### config.mk
export PLATFORM = sky130hd
export DESIGN_NAME = rtc_time_writer
export DESIGN_NICKNAME = d
export VERILOG_FILES = /design/src/rtl/rtc_time_writer.sv
export SDC_FILE = /design/constraint.sdc
export NUM_CORES = 1
export LEC_CHECK = 0
export CELL_PAD_IN_SITES_DETAIL_PLACEMENT = 1
export CELL_PAD_IN_SITES_GLOBAL_PLACEMENT = 1
export CORE_UTILIZATION = 38
export CTS_CLUSTER_DIAMETER = 120
export DETAILED_ROUTE_END_ITERATION = 8
export PLACE_DENSITY_LB_ADDON = 0.15
export SYNTH_ARGS = -nofsm -noshare
export SYNTH_HDL_FRONTEND = slang
export SYNTH_SLANG_ARGS = --single-unit
### constraint.sdc
create_clock -name clk -period 2.85 [get_ports clk]
set_input_delay 0.4275 -clock clk [delete_from_list [all_inputs] [get_ports clk]]
set_output_delay 0.4275 -clock clk [all_outputs]
set_load 0.01 [all_outputs]
### src/rtl/rtc_time_writer.sv
// Writes a latched BCD time back to the RTC as four multiplexed-bus write transactions.
// Optional start-time range checking with err pulse: define RTC_WR_CHECK_EN.
module rtc_time_writer #(
   parameter int         PHASE_CYC = 4,
   parameter logic [7:0] ADDR_SEC  = 8'h21,
   parameter logic [7:0] ADDR_MIN  = 8'h22,
   parameter logic [7:0] ADDR_HOUR = 8'h23,
   parameter logic [7:0] ADDR_XFER = 8'hF2
) (
   input  logic       clk,
   input  logic       reset,
   input  logic       start,
   input  logic [7:0] hc,
   input  logic [7:0] mc,
   input  logic [7:0] sc,
   input  logic       ampm,
   input  logic       fmt,
   output logic       cs_n,
   output logic       ad_n,
   output logic       wr_n,
   output logic       rd_n,
   output logic [7:0] bus_out,
   output logic       bus_oe,
   output logic       busy,
   output logic       done,
   output logic       err
);
   typedef enum logic [2:0] {IDLE, LOAD, A_SET, A_STB, D_SET, D_STB, GAP} state_t;

   localparam logic [7:0] PLOAD = 8'(PHASE_CYC - 1);

   state_t     state, state_d;
   logic [7:0] cnt, cnt_d;
   logic [1:0] idx, idx_d;
   logic [7:0] hc_r, mc_r, sc_r;
   logic       ampm_r, fmt_r;
   logic       accept, finish, reject;
   logic [7:0] addr, data, hour_byte;
   logic       unused_hc;

   assign unused_hc = &{1'b0, hc_r[7:6]};

`ifdef RTC_WR_CHECK_EN
   function automatic logic bcd_ok(input logic [7:0] v, input logic [7:0] max);
      return (v[7:4] <= 4'd9) && (v[3:0] <= 4'd9) && (v <= max);
   endfunction

   // Checked on the raw inputs so a rejected start never raises busy.
   assign reject = !(bcd_ok(sc, 8'h59) && bcd_ok(mc, 8'h59) &&
                     (fmt ? (bcd_ok(hc, 8'h12) && hc != 8'h00) : bcd_ok(hc, 8'h23)));

   always_ff @(posedge clk) begin
      if (reset) err <= 1'b0;
      else       err <= (state == IDLE) && start && reject;
   end
`else
   assign reject = 1'b0;
   assign err    = 1'b0;
`endif

   assign hour_byte = fmt_r ? {2'b10, ampm_r, hc_r[4:0]} : {2'b00, hc_r[5:0]};

   always_comb begin
      state_d = state;
      cnt_d   = cnt;
      idx_d   = idx;
      accept  = 1'b0;
      finish  = 1'b0;
      case (state)
         IDLE: if (start && !reject) begin
            state_d = LOAD;
            idx_d   = 2'd0;
            accept  = 1'b1;
         end
         LOAD: begin
            state_d = A_SET;
            cnt_d   = PLOAD;
         end
         default: begin
            if (cnt != 8'd0) cnt_d = cnt - 8'd1;
            else begin
               cnt_d = PLOAD;
               case (state)
                  A_SET:   state_d = A_STB;
                  A_STB:   state_d = D_SET;
                  D_SET:   state_d = D_STB;
                  D_STB:   state_d = GAP;
                  GAP: if (idx == 2'd3) begin
                     state_d = IDLE;
                     finish  = 1'b1;
                  end else begin
                     idx_d   = idx + 2'd1;
                     state_d = A_SET;
                  end
                  default: state_d = IDLE;
               endcase
            end
         end
      endcase
   end

   always_comb begin
      addr = ADDR_XFER;
      data = 8'h00;
      case (idx_d)
         2'd0: begin addr = ADDR_SEC;  data = sc_r;      end
         2'd1: begin addr = ADDR_MIN;  data = mc_r;      end
         2'd2: begin addr = ADDR_HOUR; data = hour_byte; end
         default: ;
      endcase
   end

   // Bus outputs are registered from the next state so they switch cleanly with the phase.
   always_ff @(posedge clk) begin
      if (reset) begin
         state   <= IDLE;
         cnt     <= 8'd0;
         idx     <= 2'd0;
         hc_r    <= 8'h00;
         mc_r    <= 8'h00;
         sc_r    <= 8'h00;
         ampm_r  <= 1'b0;
         fmt_r   <= 1'b0;
         cs_n    <= 1'b1;
         ad_n    <= 1'b1;
         wr_n    <= 1'b1;
         rd_n    <= 1'b1;
         bus_out <= 8'h00;
         bus_oe  <= 1'b0;
         busy    <= 1'b0;
         done    <= 1'b0;
      end else begin
         state <= state_d;
         cnt   <= cnt_d;
         idx   <= idx_d;
         if (accept) begin
            hc_r   <= hc;
            mc_r   <= mc;
            sc_r   <= sc;
            ampm_r <= ampm;
            fmt_r  <= fmt;
         end
         cs_n   <= !(state_d inside {A_SET, A_STB, D_SET, D_STB});
         bus_oe <=  (state_d inside {A_SET, A_STB, D_SET, D_STB});
         ad_n   <= !(state_d inside {A_SET, A_STB});
         wr_n   <= !(state_d inside {A_STB, D_STB});
         rd_n   <= 1'b1;
         if (state_d == A_SET && state != A_SET) bus_out <= addr;
         if (state_d == D_SET && state != D_SET) bus_out <= data;
         busy <= (state_d != IDLE);
         done <= finish;
      end
   end
endmodule

* After elaboration in Yosys (flattened, before gate mapping)
Index checks and enable logic that the tools add are counted.
** Operators by class
- Multiply operators :: 0
- Mux-type cells :: 20
- Bitwise gates (word level) :: 1
- Reduce and logical (&&, ||, !) cells :: 14
- Equality and inequality tests :: 15
- Magnitude comparators :: 0
- Divide/modulo/power cells :: 0
- Shift-type cells :: 0
- Add/sub/neg operators :: 2
** Operators with widths (count)
- $pmux W8 S3 :: 2
- $mux W8 :: 4
- $pmux W8 S2 :: 1
- $eq A3 B3 Y1 const B :: 5
- $pmux W3 S5 :: 1
- $eq A3 B2 Y1 const B :: 4
- $mux W2 :: 5
- $reduce_bool A8 Y1 :: 1
- $sub A8 B1 Y8 const B :: 1
- $mux W3 :: 2
- $pmux W3 S2 :: 1
- $reduce_bool A2 Y1 :: 3
- $reduce_or A5 Y1 :: 1
- $eq A2 B2 Y1 const B :: 2
- $pmux W2 S2 :: 1
- $reduce_bool A4 Y1 :: 1
- $eq A3 B1 Y1 const B :: 1
- $logic_not A1 Y1 :: 3
- $logic_not A3 Y1 :: 1
- $mux W1 :: 3
- $ne A3 B2 Y1 const B :: 1
- $ne A3 B3 Y1 const B :: 1
- $reduce_bool A3 Y1 :: 1
- $add A2 B1 Y2 const B :: 1
- 4 further kinds :: 5
** Storage, ports and cells
- Input port bits :: 29
- Bits in registers :: 51
- RAM bits :: 0
- Word-level logic and storage cells :: 67
- Output and inout port bits :: 16
- Bits in read-only memories :: 0
- Memories :: 0
- Bits in latches :: 0

* Logic depth before layout (Yosys ltp)
Gate-level depths: netlist of run 1.
- Word-level depth :: 9
- Mapped depth :: 11
- Mapped depth without buffers :: 10

* Least setup slack after synthesis of run 1
OpenSTA, ideal clock, no wires.
- Path kind :: register to register
- Start :: register cnt[0]
- End :: register cs_n
- Arrival :: 2059 ps
- Buffers on the path :: 1
- Cell stages (with the launch flop) :: 12
- Slack :: 677 ps
- Required time :: 2736 ps
- Period minus slack after synthesis :: 2173 ps
- Setup time :: 114 ps
- Path through :: dfxtp_1 -> inv_1 -> ha_1 -> nor4b_4 -> and2_1 -> buf_2 -> nand2_1 -> nor3b_2 -> a21oi_1 -> ha_1 -> nor2_1 -> inv_1
** On the way
- Cells in the longest elaborated chain, start to end :: 6
- Elaborated cells between the ends (all ways) :: 9
- Those cells by class :: eq/ne (4); mux (2); reduce/logical (3)
** Ends and longest elaborated chain
- from (decl) :: line 33 : logic [7:0] cnt, cnt_d;
- from (signal assigned) :: line 134 : cnt <= cnt_d;
- $reduce_bool A8 Y1 * :: line 80 : if (cnt != 8'd0) cnt_d = cnt - 8'd1;
- $mux W3 * :: line 80
- $pmux W3 S2 * :: line 69 : case (state)
- $eq A3 B2 Y1 / $eq A3 B3 Y1 (equally long branches) :: line 143 : cs_n <= !(state_d inside {A_SET, A_STB, D_SET, D_STB});
- $reduce_bool A4 Y1 * :: line 143
- $logic_not A1 Y1 * :: line 143
- to (signal assigned) :: line 143
- to (decl) :: line 18 : output logic cs_n,
Every way passes the cells marked *; elsewhere a longest branch is shown, timed or not.
A chain may end at the register's enable or synchronous reset.

* Worst setup path after layout of run 1
- Start :: input port start
- End :: register bus_out[1]
** On the way
- Cells in the longest elaborated chain, start to end :: 6
- Elaborated cells between the ends (all ways) :: 16
- Those cells by class :: eq/ne (4); mux (8); reduce/logical (4)
** Ends and longest elaborated chain
- from (decl) :: line 12 : input logic start,
- $mux W2 :: line 70 : IDLE: if (start && !reject) begin
- $pmux W2 S2 :: line 69
- $eq A2 B2 Y1 (tied with other cells) :: line 105 : case (idx_d)
- $pmux W8 S3 :: line 105
- $mux W8 :: line 148 : if (state_d == A_SET && state != A_SET) bus_out <= addr;
- $mux W8 :: line 149 : if (state_d == D_SET && state != D_SET) bus_out <= data;
- to (signal assigned) :: line 148
- to (signal assigned) :: line 149
- to (decl) :: line 22 : output logic [7:0] bus_out,
Parallel ways exist; a longest one is shown, timed or not. The select of a mux whose other input is x is not followed.

==> parameters.txt, run 1 <==
Parameter                              Value

Synth
  Instance count of the mapped netlist    279
  Sequential-to-total area share from yosys stat    0.430
  Syn avg cell area    8.50 um^2
  Main synth FF type    sky130_fd_sc_hd__dfxtp_1
  Warnings from Yosys    0
  Unique cell type count in the Yosys netlist    50
  Flip-flop and latch count after synthesis    51
  Syn Std Cell Area    2370 um^2
  Async set-reset flop share out of synthesis    0
  Net count of the mapped netlist    311
  Count of flip-flops with a built-in enable after synthesis    0

CTS
  Clock-pin slew on the worst setup and hold paths    0.09 ns
  Quantity of hold-fixing buffers added after cts    0
  Number of buffers added by the clock tree synthesis step    5
  CTS tree    yes
  Buffer cell driving the clock tree root    sky130_fd_sc_hd__clkbuf_8
  Number of resized instances in the post-cts repair step    0
  Setup bufs post-CTS    0
  H-Tree Level Count    2
  Clk_lat worst skew    about 0.3 ns
  Number of buffers on the longest clock path    2
  Sink Count    51

Die
  Chip height    81.0 um
  Core region area    5960 um^2
  Number of cell rows    28
  Boundary Pins    45
  Initial core utilization    0.398
  Die outline area    roughly 6600 um^2
  Horiz. Die Dim    81.0 um

STA
  Worst-margin pin slew    0.807 ns
  Total Negative Setup Slacks    0 ns
  Max Fclk    416 MHz
  Count of pins over their slew limit    0
  Minimum period implied by the final worst setup slack    about 2.4 ns
  Worst-case clock skew    ~0.0067 ns
  Final hold violation count    0
  Setup repair after global routing missed its margin    no
  Final Setup Violations    0
  Final clock period utilization by the worst path    0.844
  Max transition margin    0.457

Worst hold path
  Worst min-delay path category    reg2reg

Critical path
  Worst-path maximum fanout    7
  Worst EP arrival    2.60 ns
  CP startpoint kind    input pin
  Worst path required time    just over 3 ns
  CP endpoint kind    register
  Setup Crit Path Kind    in2reg

Routing
  Total Wirelength    5.72 mm
  DRT antenna net count    0
  DRC violations left    0
  Total iterations of the first detailed-routing run    4
  DRC violation total after the first TritonRoute iteration    between 40 and 50
  Average wire length per cell after detail routing    14.6 um
  Vias per cell    5.24
  Vias    2053

Final layout
  Area overhead of the layout relative to synthesis    23.3%
  Post-Layout Cell Count    approximately 390
  Fill cell count    724
  Count of inserted antenna diode cells    0
  Post-layout net count    between 300 and 400
  Layout Utilization    0.491
  Share of cells above drive strength 1    0.123

Run
  Number of maximum-capacitance constraint violations    0

Power
  Static leakage    ~1.1 nW
  P per Cell Area    731 nW/um^2
  Largest voltage drop on the vdd net    0.278 mV
  Final Total Pwr    2.14 mW

Global routing
  Maximum number of pins on one net before global-route repair    32
  Vias in the first global route    2000
  Wire length of the first global-routing pass    9.52 mm
  Grt ovf    0
  Total GRT Usage    0.190
  Number of antenna violations at the first check in global routing    0

Place
  Gpl congestion    slightly below 0.8
  I/O Buffers    40
  Detailed Place HPWL    4.17 mm
  Total instance count after detailed placement    between 300 and 400

Run status
  Result of the run    completed
-- kinds of logic (layout without fill, tap and decap cells) --
| logic type | count (synthesis) | count (layout) | synth area share |
|---|---|---|---|
| buffers and inverters | 27 | 65 | 0.0538 |
| muxes | 10 | 10 | 0.0506 |
| and+or+nand+nor | 112 | 112 | 0.237 |
| AOI/OAI and AO/OA | 74 | 74 | 0.209 |
| other | 2 | 2 | 0.00317 |
| adders and majority gates | 3 | 3 | 0.0158 |
| DFF | 51 | 51 | 0.430 |
-- power by group --
group | switching, mW | internal (mW)
registers | 0.0922 | 0.836
logic | 0.458 | 0.337
clock network | 0.243 | 0.172
-- synth_stat cells, types with 3 or more instances --
cell | n | area [um^2]
sky130_fd_sc_hd__clkbuf_1 | 11 | 41.3
sky130_fd_sc_hd__mux2i_1 | 3 | 30.0
sky130_fd_sc_hd__buf_2 | 3 | 15.0
sky130_fd_sc_hd__nor3_1 | 3 | 15.0
sky130_fd_sc_hd__nor2_1 | 17 | 63.8
sky130_fd_sc_hd__dfxtp_1 | 51 | 1020
sky130_fd_sc_hd__a21oi_1 | 39 | 195
sky130_fd_sc_hd__ha_1 | 3 | 37.5
sky130_fd_sc_hd__mux2_4 | 3 | 45.0
sky130_fd_sc_hd__o21ai_0 | 8 | 40.0
sky130_fd_sc_hd__a211oi_1 | 5 | 37.5
sky130_fd_sc_hd__a311oi_1 | 3 | 26.3
sky130_fd_sc_hd__nand3b_1 | 3 | 22.5
sky130_fd_sc_hd__a31oi_1 | 3 | 18.8
sky130_fd_sc_hd__and2_1 | 4 | 25.0
sky130_fd_sc_hd__nand3_1 | 7 | 35.0
sky130_fd_sc_hd__nand2_1 | 62 | 233
sky130_fd_sc_hd__nor3_2 | 3 | 30.0
sky130_fd_sc_hd__inv_1 | 7 | 26.3
-- metrics by stage --
stage,hold slack (ns),cell area (um^2),setup WS (ns)
CTS,0.464,2930,0.449
finish,0.460,2930,0.446
global route,0.488,2930,0.374
global placement,0.445,2840,0.150
detailed placement,0.450,2840,0.145
floorplan,0.432,2370,0.677
-- final cells by class --
cell class / instances / area [um^2] / area share
Clock buffer: 6 / 72.6 / 0.0248
Clock inverter: 2 / 12.5 / 0.00428
Inverter: 7 / 26.3 / 0.00898
Multi-Input combinational cell: 201 / 1220 / 0.418
Sequential cell: 51 / 1020 / 0.349
Tap cell: 75 / 93.8 / 0.0321
Timing Repair Buffer: 50 / 475 / 0.163
-- critical path, stage by stage --
cell and delay, ns:
sky130_fd_sc_hd__clkdlybuf4s50_1 0.54, sky130_fd_sc_hd__or4b_1 0.51, sky130_fd_sc_hd__a32oi_2 0.25, sky130_fd_sc_hd__buf_4 0.22, sky130_fd_sc_hd__mux2_4 0.32, sky130_fd_sc_hd__a221oi_2 0.28, sky130_fd_sc_hd__nor3_2 0.06
-- registers in the layout, summed over array words and instances (netlist names) --
signal and count:
busy 1, state 3, cnt 8, ampm_r 1, fmt_r 1, cs_n 1, mc_r 8, idx 2
wr_n 1, bus_out 8, sc_r 8, done 1, hc_r 6, ad_n 1, bus_oe 1
-- cell usage in the layout, fill, tap and decap left out, drive strengths merged, types with 2 or more instances in the layout --
cell type | netlist | final
mux2 | 7 | 7
clkbuf | 11 | 6
and2 | 4 | 4
a221oi | 4 | 4
a21oi | 39 | 39
nand3b | 3 | 3
inv | 7 | 7
nor3b | 2 | 2
buf | 9 | 10
o31ai | 2 | 2
nor3 | 7 | 7
a31oi | 3 | 3
nand3 | 7 | 7
nor2 | 18 | 18
o21ai | 8 | 8
mux2i | 3 | 3
nand2 | 62 | 62
a311oi | 3 | 3
a32oi | 2 | 2
ha | 3 | 3
nor2b | 2 | 2
a211oi | 7 | 7
clkdlybuf4s50 | 0 | 40
conb | 2 | 2
dfxtp | 51 | 51
-- routing by layer --
metal / wire length [um] / vias up / part of all wire / track usage
li1: - / 1046 / - / -
met1: 2700 / 975 / 0.47 / 0.229
met2: 2830 / 27 / 0.50 / 0.343
met3: 133 / 5 / 0.023 / 0.0348
met4: 49 / 0 / 0.0086 / 0.0482
met5: 0 / - / 0 / 0
-- path summary, 6_finish.rpt --
kind / slack, ns / from / end / depth (start not counted)
min reg2reg: 0.46 / hc_r[4] / hc_r[4] / 2
min: 0.46 / hc_r[4] / hc_r[4] / 2
max: 0.45 / start / bus_out[1] / 7
max reg2reg: 0.55 / cnt[0] / bus_out[1] / 9
(Power assumes the default switching activity.)
==> inputs of run 2 (changes only) <==
--- a/config.mk
+++ b/config.mk
@@ -7,7 +7,7 @@
 export LEC_CHECK = 0
 export CELL_PAD_IN_SITES_DETAIL_PLACEMENT = 1
 export CELL_PAD_IN_SITES_GLOBAL_PLACEMENT = 1
-export CORE_UTILIZATION = 38
+export CORE_UTILIZATION = 34
 export CTS_CLUSTER_DIAMETER = 120
 export DETAILED_ROUTE_END_ITERATION = 8
 export PLACE_DENSITY_LB_ADDON = 0.15
==> constraint.sdc (replaced) <==
create_clock -name clk -period 2.08 [get_ports clk]
set_input_delay 0.312 -clock clk [delete_from_list [all_inputs] [get_ports clk]]
set_output_delay 0.312 -clock clk [all_outputs]
set_load 0.01 [all_outputs]
==> run 2 against run 1 <==
Critical path depth is 2 higher. Largest cell class unchanged. Register-to-register slack worse by 0.54 ns. Critical path type is now reg2reg. Die area is 11% higher.
==> parameters.txt, run 2 (same netlist as run 1, synthesis figures left out) <==
Parameter                              Value

Run
  Number of maximum-capacitance constraint violations    0

Critical path
  Worst-path maximum fanout    5
  Library cell contributing the largest single delay on the critical path    sky130_fd_sc_hd__dfxtp_2
  Worst EP arrival    2.25 ns
  Setup Crit Path Kind    reg2reg
  Cells traversed along the worst timing path    inv_2 > ha_4 > nor4b_4 > and3_4 > a32oi_4 > buf_6 > mux2_4 > a221oi_2 > nor3_2
  CP endpoint kind    register
  Delay of the slowest cell on the worst path    0.34 ns
  Setup slack of the most critical reg-to-reg path    0.01 ns
  Worst path required time    2.26 ns
  CP startpoint kind    register

Die
  Die outline area    roughly 7300 um^2
  Initial core utilization    0.351
  Chip height    85.5 um
  Number of cell rows    30
  Core region area    6760 um^2
  Horiz. Die Dim    85.5 um
  Boundary Pins    45

CTS
  CTS tree    yes
  Sink Count    51
  Buffer cell driving the clock tree root    sky130_fd_sc_hd__clkbuf_8
  Clk_lat worst skew    about 0.3 ns
  H-Tree Level Count    2
  Number of buffers on the longest clock path    2
  Number of buffers added by the clock tree synthesis step    5
  Clock-pin slew on the worst setup and hold paths    around 0.090 ns
  Quantity of hold-fixing buffers added after cts    0

STA
  Setup repair after global routing missed its margin    yes
  Worst-margin pin slew    0.653 ns
  Worst-case clock skew    0.00750 ns
  Count of pins over their slew limit    0
  Final Setup Violations    0
  Final clock period utilization by the worst path    0.993
  Final hold violation count    0
  Minimum period implied by the final worst setup slack    2.07 ns
  Worst hold slack after final layout    between 0.4 and 0.5 ns
  Max Fclk    between 400 and 500 MHz
  Max transition margin    0.560

Power
  Register share of total power    0.375
  Largest voltage drop on the vdd net    approximately 0.31 mV
  Switching power as a share of total power    0.349
  Final Total Pwr    3.35 mW
  Clock power frac    0.199
  P per Cell Area    1030 nW/um^2
  Cell internal power dissipation    approximately 2.2 mW
  Proportion of power drawn by combinational gates    0.426
  Static leakage    1.28 nW
  P_sw    1.17 mW

Routing
  DRC violations left    0
  Total Wirelength    ~6.3 mm
  Total iterations of the first detailed-routing run    4
  Average wire length per cell after detail routing    14.9 um
  DRT antenna net count    0
  Vias per cell    5.14
  DRC violation total after the first TritonRoute iteration    50
  Vias    ~2200

Final layout
  Most common cell after layout, fill and taps aside    sky130_fd_sc_hd__nand2_1
  Post-layout net count    about 380
  Count of inserted antenna diode cells    0
  Most frequent cells in the layout    sky130_fd_sc_hd__nand2_1 (61), sky130_fd_sc_hd__dfxtp_1 (49), sky130_fd_sc_hd__clkdlybuf4s50_1 (39)
  Final design instance area without fill    3240 um^2
  Area overhead of the layout relative to synthesis    36.6%
  Fill cell count    830
  Share of cells above drive strength 1    0.224

Global routing
  Wire length of the first global-routing pass    10.3 mm
  Total GRT Usage    0.178
  Grt ovf    0
  Vias in the first global route    2151
  Number of antenna violations at the first check in global routing    0
  Maximum number of pins on one net before global-route repair    27

Run status
  Result of the run    completed

Worst hold path
  Worst min-delay path category    reg2reg

Place
  I/O Buffers    40
  Cell area after placement    around 3000 um^2
  Detailed Place HPWL    4.75 mm
  Gpl congestion    0.785
-- run 2: cell types whose count changed in the layout (fill, tap and decap cells not counted), sizes merged --
cell and delta:
dlygate4sd2 +1, buf +28, clkdlybuf4s50 -1, bufinv +1, clkinvlp -1, clkinv -1
-- run 2: final cells by class --
| cell class | count | area (um^2) | share of cell area |
|---|---|---|---|
| inverter | 7 | 26.3 | 0.00811 |
| clock buffer | 6 | 72.6 | 0.0224 |
| multi-input combinational | 201 | 1280 | 0.395 |
| tap | 80 | 100 | 0.0309 |
| sequential | 51 | 1020 | 0.316 |
| timing repair buffer | 78 | 708 | 0.219 |
| clock inverter | 1 | 30.0 | 0.00927 |
-- run 2: layer usage --
layer  up-vias  wire, um  GRT usage  part of all wire
met5         -         0          0                 0
met4         0        93     0.0530             0.015
met3         9       158     0.0298             0.025
met2        40      3230      0.322              0.51
met1      1029      2820      0.217              0.45
li1       1102         -          -                 -
-- run 2: worst paths after layout --
path,from,endpoint,cells past startpoint
max,cnt[1],bus_out[7],9
min,ampm_r,ampm_r,2
max reg2reg,cnt[1],bus_out[7],9
min reg2reg,ampm_r,ampm_r,2
-- run 2: worst max-delay path, delay by kind of cell (launching register included) --
family	cells	cell delay, ns
DFF	1	0.34
buffers and inverters	2	0.23
and+or+nand+nor	3	0.59
AOI/OAI and AO/OA	2	0.36
muxes	1	0.29
adders and majority gates	1	0.13
-- run 2: per-stage QoR --
step                      worst slack (ns)   util  std cells  setup TNS (ns)
after floorplan                    0.00193      -        279               0
after global placement              -0.374  0.451        412           -2.60
after detailed placement            -0.414  0.451        412           -2.98
after CTS                          -0.0338  0.473        422         -0.0338
after global routing               -0.0883  0.480        424          -0.451
final                               0.0143  0.480        424               0
-- run 2: power groups by stage --
| stage | logic, mW | clock network [mW] | registers, mW |
|---|---|---|---|
| 6_report | 1.43 | 0.665 | 1.26 |
| 5_1_grt | 1.57 | 0.722 | 1.28 |
| 4_1_cts | 1.40 | 0.687 | 1.26 |
| 3_5_place_dp | 1.35 | 0 | 1.28 |
| 3_3_place_gp | 1.32 | 0 | 1.27 |
| 2_1_floorplan | 0.787 | 0 | 1.28 |
-- run 2: what timing repair did --
| item | in CTS | in global routing |
|---|---|---|
| hold endpoints to repair | 0 | 0 |
| pin swaps | 5 | 6 |
| resized for setup | 9 | 6 |
| setup buffers | 3 | 2 |
| endpoints found under the setup margin | 8 | 10 |
==> inputs of run 3 (changes only) <==
--- a/config.mk
+++ b/config.mk
@@ -10,6 +10,7 @@
 export CORE_UTILIZATION = 34
 export CTS_CLUSTER_DIAMETER = 120
 export DETAILED_ROUTE_END_ITERATION = 8
+export MAX_ROUTING_LAYER = met4
 export PLACE_DENSITY_LB_ADDON = 0.15
 export SYNTH_ARGS = -nofsm -noshare
 export SYNTH_HDL_FRONTEND = slang
==> run 3 against run 2 <==
Worst setup slack got worse by 0.00051 ns. Power about the same. Global-route usage rose by 0.54 points. Non-clock buffer count did not move. Combinational power about the same. Via count is 0.14% higher. Final cell count is the same. Maximum frequency about the same. Sequential share of layout area unchanged. Clock power barely moved. Core utilization unchanged. Largest power group unchanged. Highest routed layer unchanged.
==> parameters.txt, run 3 (same netlist as run 1, synthesis figures left out) <==
Parameter                              Value

Critical path
  Worst path required time    about 2.3 ns
  Worst-path maximum fanout    5
  Worst EP arrival    2.25 ns
  Setup Crit Path Kind    reg2reg
  CP startpoint kind    register
  Buf/Inv on CP    2
  Library cell contributing the largest single delay on the critical path    sky130_fd_sc_hd__dfxtp_2
  Cells traversed along the worst timing path    inv_2 > ha_4 > nor4b_4 > and3_4 > a32oi_4 > buf_6 > mux2_4 > a221oi_2 > nor3_2
  Cell family with most CP delay    simple AND/OR/NAND/NOR gates
  CP endpoint kind    register
  Delay of the slowest cell on the worst path    0.34 ns

Die
  Core region area    approximately 6800 um^2
  Chip height    85.5 um
  Horiz. Die Dim    roughly 86 um
  Boundary Pins    45
  Initial core utilization    0.351
  Die outline area    7320 um^2
  Number of cell rows    30

Routing
  DRT antenna net count    0
  Vias    2183
  DRC violations left    0
  Total Wirelength    between 6 and 7 mm
  Average wire length per cell after detail routing    14.9 um
  DRC violation total after the first TritonRoute iteration    49
  Total iterations of the first detailed-routing run    4
  Vias per cell    between 5 and 6

Global routing
  Number of antenna violations at the first check in global routing    0
  Grt ovf    0
  Maximum number of pins on one net before global-route repair    27
  Wire length of the first global-routing pass    10.2 mm
  Total GRT Usage    0.184
  Vias in the first global route    2153

CTS
  CTS tree    yes
  Sink Count    51
  Quantity of hold-fixing buffers added after cts    0
  H-Tree Level Count    2
  Number of buffers on the longest clock path    2
  Clock-pin slew on the worst setup and hold paths    0.09 ns
  Clk_lat worst skew    0.30 ns
  Buffer cell driving the clock tree root    sky130_fd_sc_hd__clkbuf_8
  Number of buffers added by the clock tree synthesis step    5

Place
  Total instance count after detailed placement    slightly above 400
  Gpl congestion    slightly below 0.8
  Detailed Place HPWL    4.75 mm
  I/O Buffers    40

STA
  Max Fclk    a little under 500 MHz
  Final Setup Violations    0
  Worst-case clock skew    0.00736 ns
  Final hold violation count    0
  Total Negative Setup Slacks    0 ns
  Final clock period utilization by the worst path    0.993
  Setup repair after global routing missed its margin    yes
  Minimum period implied by the final worst setup slack    2.07 ns
  Worst-margin pin slew    0.656 ns
  Max transition margin    0.558
  Count of pins over their slew limit    0

Power
  P per Cell Area    1030 nW/um^2
  Static leakage    1.28 nW
  Final Total Pwr    3.35 mW
  Largest voltage drop on the vdd net    between 0.3 and 0.4 mV

Final layout
  Post-Layout Cell Count    424
  Area overhead of the layout relative to synthesis    36.6%
  Most common cell after layout, fill and taps aside    sky130_fd_sc_hd__nand2_1
  Most frequent cells in the layout    sky130_fd_sc_hd__nand2_1 (61), sky130_fd_sc_hd__dfxtp_1 (49), sky130_fd_sc_hd__clkdlybuf4s50_1 (39)
  Count of inserted antenna diode cells    0
  Post-layout net count    roughly 380
  Share of cells above drive strength 1    0.224

Run
  Number of maximum-capacitance constraint violations    0

Run status
  Result of the run    completed

Worst hold path
  Worst min-delay path category    reg2reg
run 3: cell counts in the layout (fill, tap and decap cells not counted):
Identical to the previous run, type by type.
run 3: final cells by class:
class	count	area, um^2
Tap cell	80	100
Clock buffer	6	72.6
Multi-Input combinational cell	201	1280
Fill cell	830	3520
Sequential cell	51	1020
Timing Repair Buffer	78	708
Clock inverter	1	30.0
Inverter	7	26.3
run 3: final timing paths:
path	depth (start not counted)	startpoint	to	slack [ns]
setup / recovery	9	cnt[1]	bus_out[7]	0.01
hold / removal	2	ampm_r	ampm_r	0.46
setup reg to reg	9	cnt[1]	bus_out[7]	0.01
hold reg to reg	2	ampm_r	ampm_r	0.46
run 3: metal layers:
layer	share of wire	vias to the layer above	GRT usage
met2	0.51	39	0.323
met3	0.024	9	0.0298
li1	-	1102	-
met4	0.015	0	0.0530
met1	0.45	1033	0.217
met5	0	-	-
run 3: where the power goes:
part	switching [mW]	total, mW	leakage, nW	internal [mW]
logic	0.748	1.43	0.809	0.680
registers	0.109	1.26	0.418	1.15
clock network	0.312	0.665	0.0513	0.353
run 3: timing repair:
action | CTS | global route
pin swaps | 5 | 6
setup buffers | 3 | 2
gates resized for setup | 9 | 6
endpoints found under the setup margin | 8 | 10
run 3: stage by stage:
step	setup slack [ns]	util	hold WS, ns	instance area (um^2)
after floorplan	0.00193	-	0.432	2390
after global placement	-0.374	0.451	0.449	3050
after detailed placement	-0.414	0.451	0.458	3050
after CTS	-0.0338	0.473	0.471	3200
after global routing	-0.0883	0.480	0.485	3240
final	0.0137	0.480	0.465	3240
run 3: tightest hold or removal path, delay by kind of cell (launching register included):
kind	cells	cell delay (ns)
AO/OA/AOI/OAI	1	0.05
flip-flops	1	0.32
AND/OR/NAND/NOR	1	0.05
